## src/rtl/bmd_64_pkg.sv

```systemverilog
// Shared definitions for the BMD 64-bit DMA engines: one-hot FSM encodings,
// the PCIe 4 KB boundary constant and the TLP length-to-bytes helper.
package bmd_64_pkg;

    typedef enum logic [5:0] {
        ST_IDLE      = 6'b000001,
        ST_LOAD      = 6'b000010,
        ST_REQ       = 6'b000100,
        ST_WAIT_SENT = 6'b001000,
        ST_NEXT      = 6'b010000,
        ST_DONE      = 6'b100000
    } wdma_state_e;

    localparam logic [13:0] BOUNDARY_4K = 14'd4096;

    // A length field of zero means 1024 DWs (4096 bytes).
    function automatic logic [12:0] tlp_bytes(input logic [9:0] len);
        tlp_bytes = (len == 10'd0) ? 13'd4096 : {1'b0, len, 2'b00};
    endfunction

endpackage

```

## src/rtl/bmd_64_wdma_engine.sv

```systemverilog
// Write-DMA engine: walks a frame of memory-write TLPs, handing one header at a
// time to the TX TLP builder and advancing the host address after each send.
module bmd_64_wdma_engine
    import bmd_64_pkg::*;
(
    input  logic        clk,
    input  logic        rst_n,
    input  logic        init_rst_i,
    input  logic        wdma_start_i,
    input  logic [39:0] wdma_addr_i,
    input  logic [9:0]  mwr_len_i,
    input  logic [15:0] mwr_count_i,
    output logic        wdma_done_o,
    output logic        tlp_req_o,
    input  logic        tlp_ack_i,
    input  logic        tlp_sent_i,
    output logic [39:0] tlp_addr_o,
    output logic [9:0]  tlp_len_o,
    output logic        tlp_64b_o,
    output logic [15:0] tlp_cnt_o,
    output logic        tlp_4k_err_o
);

    wdma_state_e state;
    wdma_state_e state_nxt;

    logic [15:0] count_q;
    logic        soft_rst;
    logic [12:0] step_bytes;
    logic [15:0] cnt_inc;
    logic        cross_4k;

    assign soft_rst   = !rst_n || init_rst_i;
    assign step_bytes = tlp_bytes(tlp_len_o);
    assign cnt_inc    = tlp_cnt_o + 16'd1;
    assign cross_4k   = ({2'b00, tlp_addr_o[11:0]} + {1'b0, step_bytes}) > BOUNDARY_4K;

    assign tlp_req_o  = (state == ST_REQ);
    assign tlp_64b_o  = |tlp_addr_o[39:32];

    always_ff @(posedge clk) begin
        if (soft_rst) begin
            state <= ST_IDLE;
        end else begin
            state <= state_nxt;
        end
    end

    always_comb begin
        state_nxt = state;
        case (state)
            ST_IDLE:      if (wdma_start_i) state_nxt = ST_LOAD;
            ST_LOAD:      state_nxt = (mwr_count_i == 16'd0) ? ST_DONE : ST_REQ;
            ST_REQ:       if (tlp_ack_i) state_nxt = ST_WAIT_SENT;
            ST_WAIT_SENT: if (tlp_sent_i) state_nxt = ST_NEXT;
            ST_NEXT:      state_nxt = (cnt_inc == count_q) ? ST_DONE : ST_REQ;
            ST_DONE:      if (!wdma_start_i) state_nxt = ST_IDLE;
            default:      state_nxt = ST_IDLE;
        endcase
    end

    // Frame parameters are captured once in LOAD so later input changes are inert.
    always_ff @(posedge clk) begin
        if (soft_rst) begin
            wdma_done_o  <= 1'b0;
            tlp_addr_o   <= 40'd0;
            tlp_len_o    <= 10'd0;
            tlp_cnt_o    <= 16'd0;
            tlp_4k_err_o <= 1'b0;
            count_q      <= 16'd0;
        end else begin
            wdma_done_o <= (state_nxt == ST_DONE) && (state != ST_DONE);
            case (state)
                ST_LOAD: begin
                    tlp_addr_o <= wdma_addr_i;
                    tlp_len_o  <= mwr_len_i;
                    count_q    <= mwr_count_i;
                    tlp_cnt_o  <= 16'd0;
                end
                ST_REQ: begin
                    if (cross_4k) tlp_4k_err_o <= 1'b1;
                end
                ST_NEXT: begin
                    tlp_addr_o <= tlp_addr_o + {27'd0, step_bytes};
                    tlp_cnt_o  <= cnt_inc;
                end
                default: ;
            endcase
        end
    end

endmodule

```

## config.mk

```make
export PLATFORM = sky130hd
export DESIGN_NAME = bmd_64_wdma_engine
export DESIGN_NICKNAME = d
export VERILOG_FILES = /design/src/rtl/bmd_64_pkg.sv /design/src/rtl/bmd_64_wdma_engine.sv
export SDC_FILE = /design/constraint.sdc
export NUM_CORES = 1
export LEC_CHECK = 0
export CELL_PAD_IN_SITES_DETAIL_PLACEMENT = 0
export CELL_PAD_IN_SITES_GLOBAL_PLACEMENT = 1
export CORE_ASPECT_RATIO = 1.25
export CORE_MARGIN = 4
export CORE_UTILIZATION = 42
export CTS_CLUSTER_DIAMETER = 30
export DETAILED_ROUTE_END_ITERATION = 7
export DONT_BUFFER_PORTS = 1
export PLACE_DENSITY = 0.83
export SYNTH_ARGS = -nofsm -noshare
export SYNTH_HDL_FRONTEND = slang
export SYNTH_SLANG_ARGS = --single-unit
```

## constraint.sdc

```tcl
create_clock -name clk -period 2.9 [get_ports clk]
set_input_delay 0.29 -clock clk [delete_from_list [all_inputs] [get_ports clk]]
set_output_delay 0.29 -clock clk [all_outputs]
set_load 0.05 [all_outputs]
```

==> flow_metrics.py, run 1 <==
metrics = {
    "yosys": {
        "synthTopCellsByCount": "nand2_1 (105), dfxtp_1 (90), a21oi_1 (72)",
        "synth_ff_type": "dfxtp_1",
        "synth-edff-count": 0,
        "synth_area_leaders": "dfxtp_1 (33%), nand2_1 (7.3%), a21oi_1 (6.7%)",
        "ys_ff_latch": 90,
        "synthArstFlopShare_pct": 0,
        "yosysMostFrequentCell": "nand2_1",
        "yosys_warnings": 0,
        "synthesis.nets": 788,
        "mappedNetlistArea_um2": 5400,
        "synth.avg_cell_area_um2": 7.68,
        "synth.distinct_cells": 69,
        "yosysSeqAreaShare_pct": 33.4,
        "synth_top_area_cell": "dfxtp_1",
        "synthCells": 703,
        "yosysTopAreaCellShare_pct": 33.4,
    },
    "clock_network": {
        "clock_latency_ns": 0.35,
        "htree_levels": 3,
        "cts_tree": "done",
        "path_clk_slew_ns": 0.07,
        "clockRootBuffer": "clkbuf_16",
        "cts.sinks": 90,
        "cts_buffers": 9,
        "ctsLongestPathBuffers": 2,
    },
    "floorplan": {
        "boundaryPins": 142,
        "num_rows": 46,
        "die_area_um2": 14800,
        "die_w_um": 109,
        "start_util_pct": 42.7,
        "die_y_um": 135,
        "fp.coreArea_um2": 12700,
    },
    "grt": {
        "grt.total_usage_pct": 21.8,
        "grt_max_degree": 45,
        "gr-total-overflow": 0,
        "grt_pass1_wl_um": 25800,
        "antenna_found_initial": 0,
        "grt_pass1_vias": 5283,
    },
    "detailed_routing": {
        "viasPerCell": 5.98,
        "top_layer": "met4",
        "dr.pass1.iters": 8,
        "drt-met1-wl_um": 6570,
        "wl_met2_um": 8070,
        "wl_per_cell_um": 18.0,
        "drt-total-wl_um": 16500,
        "drc": 0,
        "vias": 5483,
        "drt_iter0_drc": 363,
        "ant_nets": 0,
        "wl_met3_um": 1430,
    },
    "timing": {
        "finalSetupViolCount": 0,
        "finClkSkew_ns": 0.00803,
        "fin_ws_ns": 0.0340,
        "fmaxAchievable_ghz": 0.349,
        "worst_hold_slack_ns": 0.0688,
        "fin_crit_sh_pct": 98.8,
        "max-slew-margin-rel_pct": 32.4,
        "hold_viol": 0,
        "fin_crit_ns": 2.87,
        "rsz0062_at_grt": "true",
        "worst_pin_slew_ns": 1.01,
        "drv_slew": 0,
    },
    "power_and_ir_drop": {
        "p_leak_nw": 2.28,
        "p_int_mw": 2.04,
        "vdd_drop_max_uv": 249,
        "power_density_nw_per_um2": 400,
        "finalPower_mw": 2.58,
        "power.share.combinational_pct": 2.8,
        "net-switching-power_mw": 0.545,
        "seq_power_share_pct": 48.4,
        "swShare_pct": 21.1,
        "pwr-share-clk_pct": 48.8,
    },
    "final_layout": {
        "drive_above_1_share_pct": 19.2,
        "diodes": 0,
        "nets": 829,
        "final_cells": 917,
        "multi_input_area_um2": 3440,
        "utilization_pct": 51.0,
        "final-seq-area_um2": 1810,
        "fill_cells": 1232,
        "area_growth_pct": 19.5,
    },
    "hold_path": {
        "hold_class": "primary input to flip-flop",
    },
    "placement": {
        "dp_hpwl_um": 12100,
        "dp_cells": 893,
        "dp_slack_ns": -0.0699,
        "routabilityCongestion": 0.911,
        "numPortBuffers": 0,
    },
    "critical_path": {
        "end_kind": "flip-flop",
        "cp.arrival_ns": 3.11,
        "cp-start-kind": "flip-flop",
        "cp_max_fo": 8,
        "worst-endpoint-required_ns": 3.14,
        "worstSetupPathType": "flip-flop to flip-flop",
    },
    "status": {
        "status": "finished clean",
    },
    "flow_run": {
        "maxCapViolCount": 0,
    },
}
[power by group through the flow]
| stage | Sequential, mW | Combinational, mW | Clock (mW) |
|---|---|---|---|
| after global routing | 1.25 | 0.0794 | 1.34 |
| final | 1.25 | 0.0732 | 1.26 |
| after CTS | 1.25 | 0.0729 | 1.28 |
| after global placement | 1.28 | 0.0701 | 0 |
| after floorplan | 1.28 | 0.0478 | 0 |
| after detailed placement | 1.28 | 0.0717 | 0 |
[final timing paths]
path	slack, ns	from	cells after the start	to
max reg2reg	0.03	tlp_len_o[3]$_SDFFE_PP0N_	9	tlp_addr_o[24]$_SDFFE_PP0P_
min reg2reg	0.47	count_q[15]$_SDFFE_PP0N_	2	count_q[15]$_SDFFE_PP0N_
min	0.07	wdma_start_i	1	state[0]$_SDFF_PP1_
max	0.03	tlp_len_o[3]$_SDFFE_PP0N_	9	tlp_addr_o[24]$_SDFFE_PP0P_
[state kept, by name, summed over array words and instances (netlist names)]
name          count
tlp_cnt_o        16
wdma_done_o       1
tlp_4k_err_o      1
count_q          16
state             6
tlp_addr_o       40
tlp_len_o        10
[repair_timing]
item	4_1_cts	5_1_grt
hold buffers	0	0
buffers inserted	2	6
resized for setup	3	10
setup endpoints to repair	8	16
pin swaps	3	11
[logic make-up after synthesis]
logic type                 Yosys count  synth area share, %
and+or+nand+nor                    307                 30.4
AOI/OAI and AO/OA                  193                 22.7
DFF                                 90                 33.4
buffers and inverters               66                 4.73
xor gates and xnor gates            31                 5.03
adders and majority gates           13                 3.15
muxes                                3                0.625
[placed cells by master, fill, tap and decap left out, types with 3 or more instances in the layout]
cell type / instances
nand3b_1: 8
nor4_1: 14
dfxtp_1: 84
a211oi_1: 3
nand4b_1: 3
ha_1: 11
nand2b_1: 6
a21o_1: 10
xnor2_1: 22
clkinv_2: 4
a32oi_1: 3
nor3_1: 11
nand3_1: 22
clkbuf_16: 9
nor3b_1: 3
nor2b_1: 5
xor2_1: 9
or4_1: 5
a222oi_1: 9
dfxtp_2: 6
and2_1: 3
inv_1: 13
nand2_1: 105
or3_1: 19
and3_1: 10
nand4_1: 16
nor4_4: 4
o211ai_1: 13
nor2_1: 48
o21ai_0: 31
buf_4: 81
a31oi_1: 23
a22oi_1: 7
a21oi_1: 72
[layout make-up]
class                   instances  area share, %
inverters                      13          0.756
well taps                     168           3.26
multi-input cells             547           53.2
clock inverters                 6           1.24
flip-flops and latches         90           28.0
repair buffers                 83           9.77
clock buffers                  10           3.70
[per-stage QoR]
step                       TNS (ns)  instance area, um2
final                             0                6450
after global routing         -0.224                6450
after CTS                  -0.00556                6370
after detailed placement     -0.173                6010
after global placement            0                6010
after floorplan           -0.000905                5430
[routing by layer]
layer / global-route usage, % / vias up
li1: - / 2649
met1: 26.0 / 2593
met2: 36.3 / 204
met3: 6.03 / 37
met4: 9.77 / 0
met5: 0 / -
[critical path: stages (launching register included)]
cell	delay, ns
dfxtp_2	0.32
or4_4	0.53
nor4_4	0.35
ha_4	0.28
and3_4	0.16
a221o_2	0.44
nand4_1	0.29
buf_4	0.18
o21ai_2	0.04
o21a_1	0.18
No activity file was read; power rests on OpenSTA's default activity.
==> run 2, diff against run 1 <==
SETUP_SLACK_MARGIN = 0.5   (was unset)
==> run 2 against run 1 <==
Effect of this change: global-route usage rose by 1.0 points; clock power is 18% lower; critical path depth did not move; hold slack lost 0.0082 ns; utilization is 2.6 points higher; clock-buffer cell count increased by 2; final area grew 5.1%.
==> flow_metrics.py, run 2 (same netlist as run 1, synthesis figures left out) <==
metrics = {
    "status": {
        "status": "finished clean",
    },
    "grt": {
        "gr-total-overflow": 0,
        "antenna_found_initial": 0,
        "grt_pass1_wl_um": 27200,
        "grt.total_usage_pct": 22.9,
        "grt_pass1_vias": 5487,
        "grt_max_degree": 41,
    },
    "critical_path": {
        "worstSetupPathType": "flip-flop to flip-flop",
        "end_kind": "flip-flop",
        "timing.rr.end": "tlp_addr_o[16]$_SDFFE_PP0P_",
        "endpoint": "tlp_addr_o[16]$_SDFFE_PP0P_",
        "crit_start": "tlp_len_o[3]$_SDFFE_PP0N_",
        "cp.arrival_ns": 3.04,
        "cp-start-kind": "flip-flop",
        "r2r_slack_ns": 0.13,
        "worst-endpoint-required_ns": 3.17,
        "r2r_cells": 9,
        "cp_max_fo": 7,
        "r2r_start": "tlp_len_o[3]$_SDFFE_PP0N_",
    },
    "timing": {
        "worst_hold_slack_ns": 0.0606,
        "max-slew-margin-rel_pct": 52.4,
        "finalSetupViolCount": 0,
        "fin_crit_sh_pct": 95.4,
        "finClkSkew_ns": 0.00830,
        "worst_pin_slew_ns": 0.712,
        "fin_crit_ns": 2.77,
        "rsz0062_at_grt": "true",
        "fin_ws_ns": 0.135,
        "fmaxAchievable_ghz": 0.362,
        "hold_viol": 0,
        "drv_slew": 0,
    },
    "clock_network": {
        "path_clk_slew_ns": 0.06,
        "clock_latency_ns": 0.34,
        "cts_tree": "done",
        "htree_levels": 3,
        "cts_buffers": 9,
        "clockRootBuffer": "clkbuf_16",
        "hold_buffers": 0,
        "ctsLongestPathBuffers": 2,
        "cts.sinks": 90,
    },
    "detailed_routing": {
        "wl_per_cell_um": 19.0,
        "drt_iter0_drc": 441,
        "dr.pass1.iters": 5,
        "vias": 5601,
        "viasPerCell": 6.05,
        "drt-total-wl_um": 17600,
        "drc": 0,
        "ant_nets": 0,
    },
    "power_and_ir_drop": {
        "pwr-share-clk_pct": 43.9,
        "power_density_nw_per_um2": 345,
        "net-switching-power_mw": 0.521,
        "p_int_mw": 1.82,
        "seq_power_share_pct": 52.9,
        "p_leak_nw": 2.41,
        "power.share.combinational_pct": 3.2,
        "swShare_pct": 22.3,
        "vdd_drop_max_uv": 200,
    },
    "final_layout": {
        "final_common_cell": "nand2_1",
        "reg_top3": "tlp_addr_o x40, count_q x16, tlp_cnt_o x16",
        "nets": 841,
        "final_cells": 926,
        "drive_above_1_share_pct": 26.3,
        "largest_reg_flops": 40,
        "area_growth_pct": 25.6,
        "utilization_pct": 53.6,
        "final_cell_mix": "nand2_1 (104), buf_4 (89), dfxtp_1 (67)",
        "top_register": "tlp_addr_o",
        "diodes": 0,
    },
    "placement": {
        "dp_hpwl_um": 12500,
        "routabilityCongestion": 0.946,
        "numPortBuffers": 0,
        "dp_slack_ns": -0.0205,
        "dp_cells": 887,
    },
    "floorplan": {
        "num_rows": 46,
        "die_area_um2": 14800,
        "fp.coreArea_um2": 12700,
        "die_y_um": 135,
        "die_w_um": 109,
        "start_util_pct": 42.7,
        "boundaryPins": 142,
    },
    "hold_path": {
        "hold_class": "primary input to flip-flop",
    },
    "flow_run": {
        "maxCapViolCount": 0,
    },
}
==> run 2: cell count changes in the layout (fill, tap and decap cells not counted), sizes merged <==
cell    change
clkbuf      +2
buf        +12
bufinv      -2
clkinv      -3
==> run 2: worst min path at each step <==
| stage | to | start | depth (start not counted) |
|---|---|---|---|
| finish | state[0]$_SDFF_PP1_ | wdma_start_i | 1 |
| global route | tlp_len_o[2]$_SDFFE_PP0N_ | mwr_len_i[2] | 2 |
| CTS | state[0]$_SDFF_PP1_ | wdma_start_i | 1 |
| detailed placement | state[0]$_SDFF_PP1_ | wdma_start_i | 1 |
| global placement | state[0]$_SDFF_PP1_ | wdma_start_i | 1 |
| floorplan | state[0]$_SDFF_PP1_ | wdma_start_i | 1 |
==> run 2: metal layers <==
| metal | share of wire [%] | vias to the layer above | track usage [%] |
|---|---|---|---|
| met4 | 1.1 | 0 | 6.86 |
| li1 | - | 2683 | - |
| met5 | 0 | - | 0 |
| met3 | 7.1 | 18 | 5.74 |
| met2 | 51 | 193 | 40.0 |
| met1 | 40 | 2707 | 27.3 |
==> run 2: metrics by stage <==
| step | total power [mW] | cell area (um2) | setup TNS, ns |
|---|---|---|---|
| detailed placement | 1.34 | 6080 | -0.0393 |
| CTS | 2.36 | 6490 | 0 |
| floorplan | 1.32 | 5560 | 0 |
| global route | 2.42 | 6780 | -0.0129 |
| finish | 2.34 | 6780 | 0 |
| global placement | 1.34 | 6080 | 0 |
==> run 2: worst max-delay path, cell delays in order, from the launching register on <==
cell and delay (ns):
dfxtp_2 0.32, or4_4 0.53, nor4_4 0.34, ha_4 0.28, and3_4 0.18, a221o_2 0.44, buf_6 0.16, nand3_2 0.06
mux2_4 0.30, a21oi_2 0.10
==> run 2: cell type report <==
| class | instances | area [um2] |
|---|---|---|
| Timing Repair Buffer | 95 | 736 |
| Sequential cell | 90 | 1860 |
| Fill cell | 1204 | 5880 |
| Clock buffer | 12 | 236 |
| Clock inverter | 1 | 5.00 |
| Inverter | 13 | 48.8 |
| Multi-Input combinational cell | 547 | 3690 |
| Tap cell | 168 | 210 |
==> run 2: what timing repair did <==
item	CTS	global route
buffers inserted	11	15
setup endpoints to repair	34	34
endpoints found under the hold margin	0	0
resized for setup	19	39
pin swaps	11	31
==> run 2: power groups by stage <==
stage | logic, mW | clock network, mW | registers, mW
2_1_floorplan | 0.0495 | 0 | 1.27
3_3_place_gp | 0.0707 | 0 | 1.27
3_5_place_dp | 0.0717 | 0 | 1.27
6_report | 0.0758 | 1.03 | 1.24
4_1_cts | 0.0734 | 1.05 | 1.24
5_1_grt | 0.0825 | 1.11 | 1.24
==> run 3, diff against run 2 <==
CELL_PAD_IN_SITES_DETAIL_PLACEMENT = unset   (was 0)
CELL_PAD_IN_SITES_GLOBAL_PLACEMENT = unset   (was 1)
CORE_UTILIZATION = 58   (was 42)
PLACE_DENSITY = 0.82   (was 0.83)
==> run 3 against run 2 <==
Effect of this change: power rose by 9.0%; wire length rose by 0.38%; clock skew fell by 0.0053 ns; critical endpoint is now tlp_addr_o[28]$_SDFFE_PP0P_; via count rose by 5.3%; fmax fell by 3.1%; clock power rose by 19%; sequential cell count did not move; highest routed layer unchanged; global-route usage rose by 7.8 points; die area fell by 26%.
==> flow_metrics.py, run 3 (same netlist as run 1, synthesis figures left out) <==
metrics = {
    "detailed_routing": {
        "viasPerCell": 6.65,
        "drt_iter0_drc": 478,
        "dr.pass1.iters": 5,
        "ant_nets": 0,
        "drt-total-wl_um": 17700,
        "wl_per_cell_um": 20.0,
        "vias": 5896,
        "drc": 0,
    },
    "hold_path": {
        "hold_class": "primary input to flip-flop",
    },
    "clock_network": {
        "cts_tree": "done",
        "clockRootBuffer": "clkbuf_16",
        "htree_levels": 3,
        "clock_latency_ns": 0.34,
        "ctsLongestPathBuffers": 2,
        "path_clk_slew_ns": 0.06,
        "hold_buffers": 0,
        "cts_buffers": 9,
        "cts.sinks": 90,
    },
    "timing": {
        "drv_slew": 0,
        "hold_viol": 0,
        "rsz0062_at_grt": "true",
        "fin_ws_ns": 0.0451,
        "tns_ns": 0,
        "worst_hold_slack_ns": 0.0759,
        "fin_crit_ns": 2.85,
        "fmaxAchievable_ghz": 0.350,
        "worst_pin_slew_ns": 0.673,
        "fin_crit_sh_pct": 98.4,
        "finalSetupViolCount": 0,
        "max-slew-margin-rel_pct": 55.1,
        "finClkSkew_ns": 0.00303,
    },
    "floorplan": {
        "die_w_um": 94.3,
        "num_rows": 39,
        "start_util_pct": 59.2,
        "boundaryPins": 142,
        "fp.coreArea_um2": 9130,
        "die_area_um2": 10900,
        "die_y_um": 116,
    },
    "critical_path": {
        "max_stage_delay_ns": 0.51,
        "worstSetupPathType": "flip-flop to flip-flop",
        "path_delay_family": "simple AND/OR/NAND/NOR gates",
        "worst_path_max_delay_cell": "or4_4",
        "cp.arrival_ns": 3.12,
        "critPathBufInv": 1,
        "cp-start-kind": "flip-flop",
        "cp_max_fo": 7,
        "worst-endpoint-required_ns": 3.16,
        "end_kind": "flip-flop",
        "path_cells": "or4_4 > nor4_4 > ha_4 > and3_4 > a221o_2 > nand4_1 > buf_4 > o211ai_1 > a31oi_1",
    },
    "final_layout": {
        "reg_top3": "tlp_addr_o x40, count_q x16, tlp_cnt_o x16",
        "final_cell_mix": "nand2_1 (104), buf_4 (83), dfxtp_1 (67)",
        "final_cells": 886,
        "final_common_cell": "nand2_1",
        "area_growth_pct": 27.1,
        "top_register": "tlp_addr_o",
        "final_area_um2": 6860,
        "final-seq-area_um2": 1850,
        "multi_input_area_um2": 3690,
        "fill_cells": 667,
        "diodes": 0,
        "drive_above_1_share_pct": 26.3,
        "utilization_pct": 75.2,
        "nets": 843,
        "largest_reg_flops": 40,
    },
    "placement": {
        "placed_area_um2": 5980,
        "dp_cells": 836,
        "numPortBuffers": 0,
        "routabilityCongestion": 0.928,
        "dp_slack_ns": -0.00193,
        "dp_hpwl_um": 11600,
    },
    "status": {
        "status": "finished clean",
    },
    "grt": {
        "antenna_found_initial": 0,
        "grt_pass1_vias": 5826,
        "grt_pass1_wl_um": 27100,
        "grt_max_degree": 47,
        "gr-total-overflow": 0,
        "grt.total_usage_pct": 30.7,
    },
    "power_and_ir_drop": {
        "finalPower_mw": 2.55,
        "p_leak_nw": 2.42,
        "power_density_nw_per_um2": 372,
        "vdd_drop_max_uv": 272,
    },
    "flow_run": {
        "maxCapViolCount": 0,
    },
}
run 3: final timing paths:
kind	from	endpoint	slack [ns]	cells past startpoint
worst max-delay path	tlp_len_o[4]$_SDFFE_PP0N_	tlp_addr_o[28]$_SDFFE_PP0P_	0.05	9
worst min-delay path	wdma_start_i	state[0]$_SDFF_PP1_	0.08	1
worst max register to register	tlp_len_o[4]$_SDFFE_PP0N_	tlp_addr_o[28]$_SDFFE_PP0P_	0.05	9
worst min register to register	count_q[12]$_SDFFE_PP0N_	count_q[12]$_SDFFE_PP0N_	0.48	2
run 3: repair_timing:
action / in CTS / in global routing
setup endpoints to repair: 33 / 67
pin swaps: 26 / 38
resized for setup: 23 / 43
buffers inserted: 19 / 15
run 3: metal layers:
metal / track usage (%) / part of all wire (%) / wire length (um)
met1: 35.5 / 38 / 6680
met4: 15.7 / 3.3 / 584
met3: 5.84 / 8.9 / 1570
met5: 0 / 0 / 0
met2: 53.6 / 50 / 8850
run 3: layout make-up:
type / count / area share, %
multi-input cells: 547 / 53.8
flip-flops and latches: 90 / 27.0
repair buffers: 97 / 11.6
clock buffers: 15 / 4.19
well taps: 123 / 2.24
inverters: 13 / 0.711
clock inverters: 1 / 0.438
run 3: where the power goes:
part	internal, mW	total (mW)	leakage, nW	switching [mW]
Clock	0.763	1.23	0.156	0.472
Sequential	1.23	1.24	0.740	0.00860
Combinational	0.0244	0.0766	1.52	0.0522
run 3: worst register-to-register path, delay by kind of cell (launching register included):
| kind | cells | cell delay [ns] |
|---|---|---|
| and+or+nand+nor | 4 | 1.25 |
| AOI/OAI and AO/OA | 3 | 0.73 |
| DFF | 1 | 0.34 |
| adders and majority gates | 1 | 0.28 |
| buffers and inverters | 1 | 0.16 |
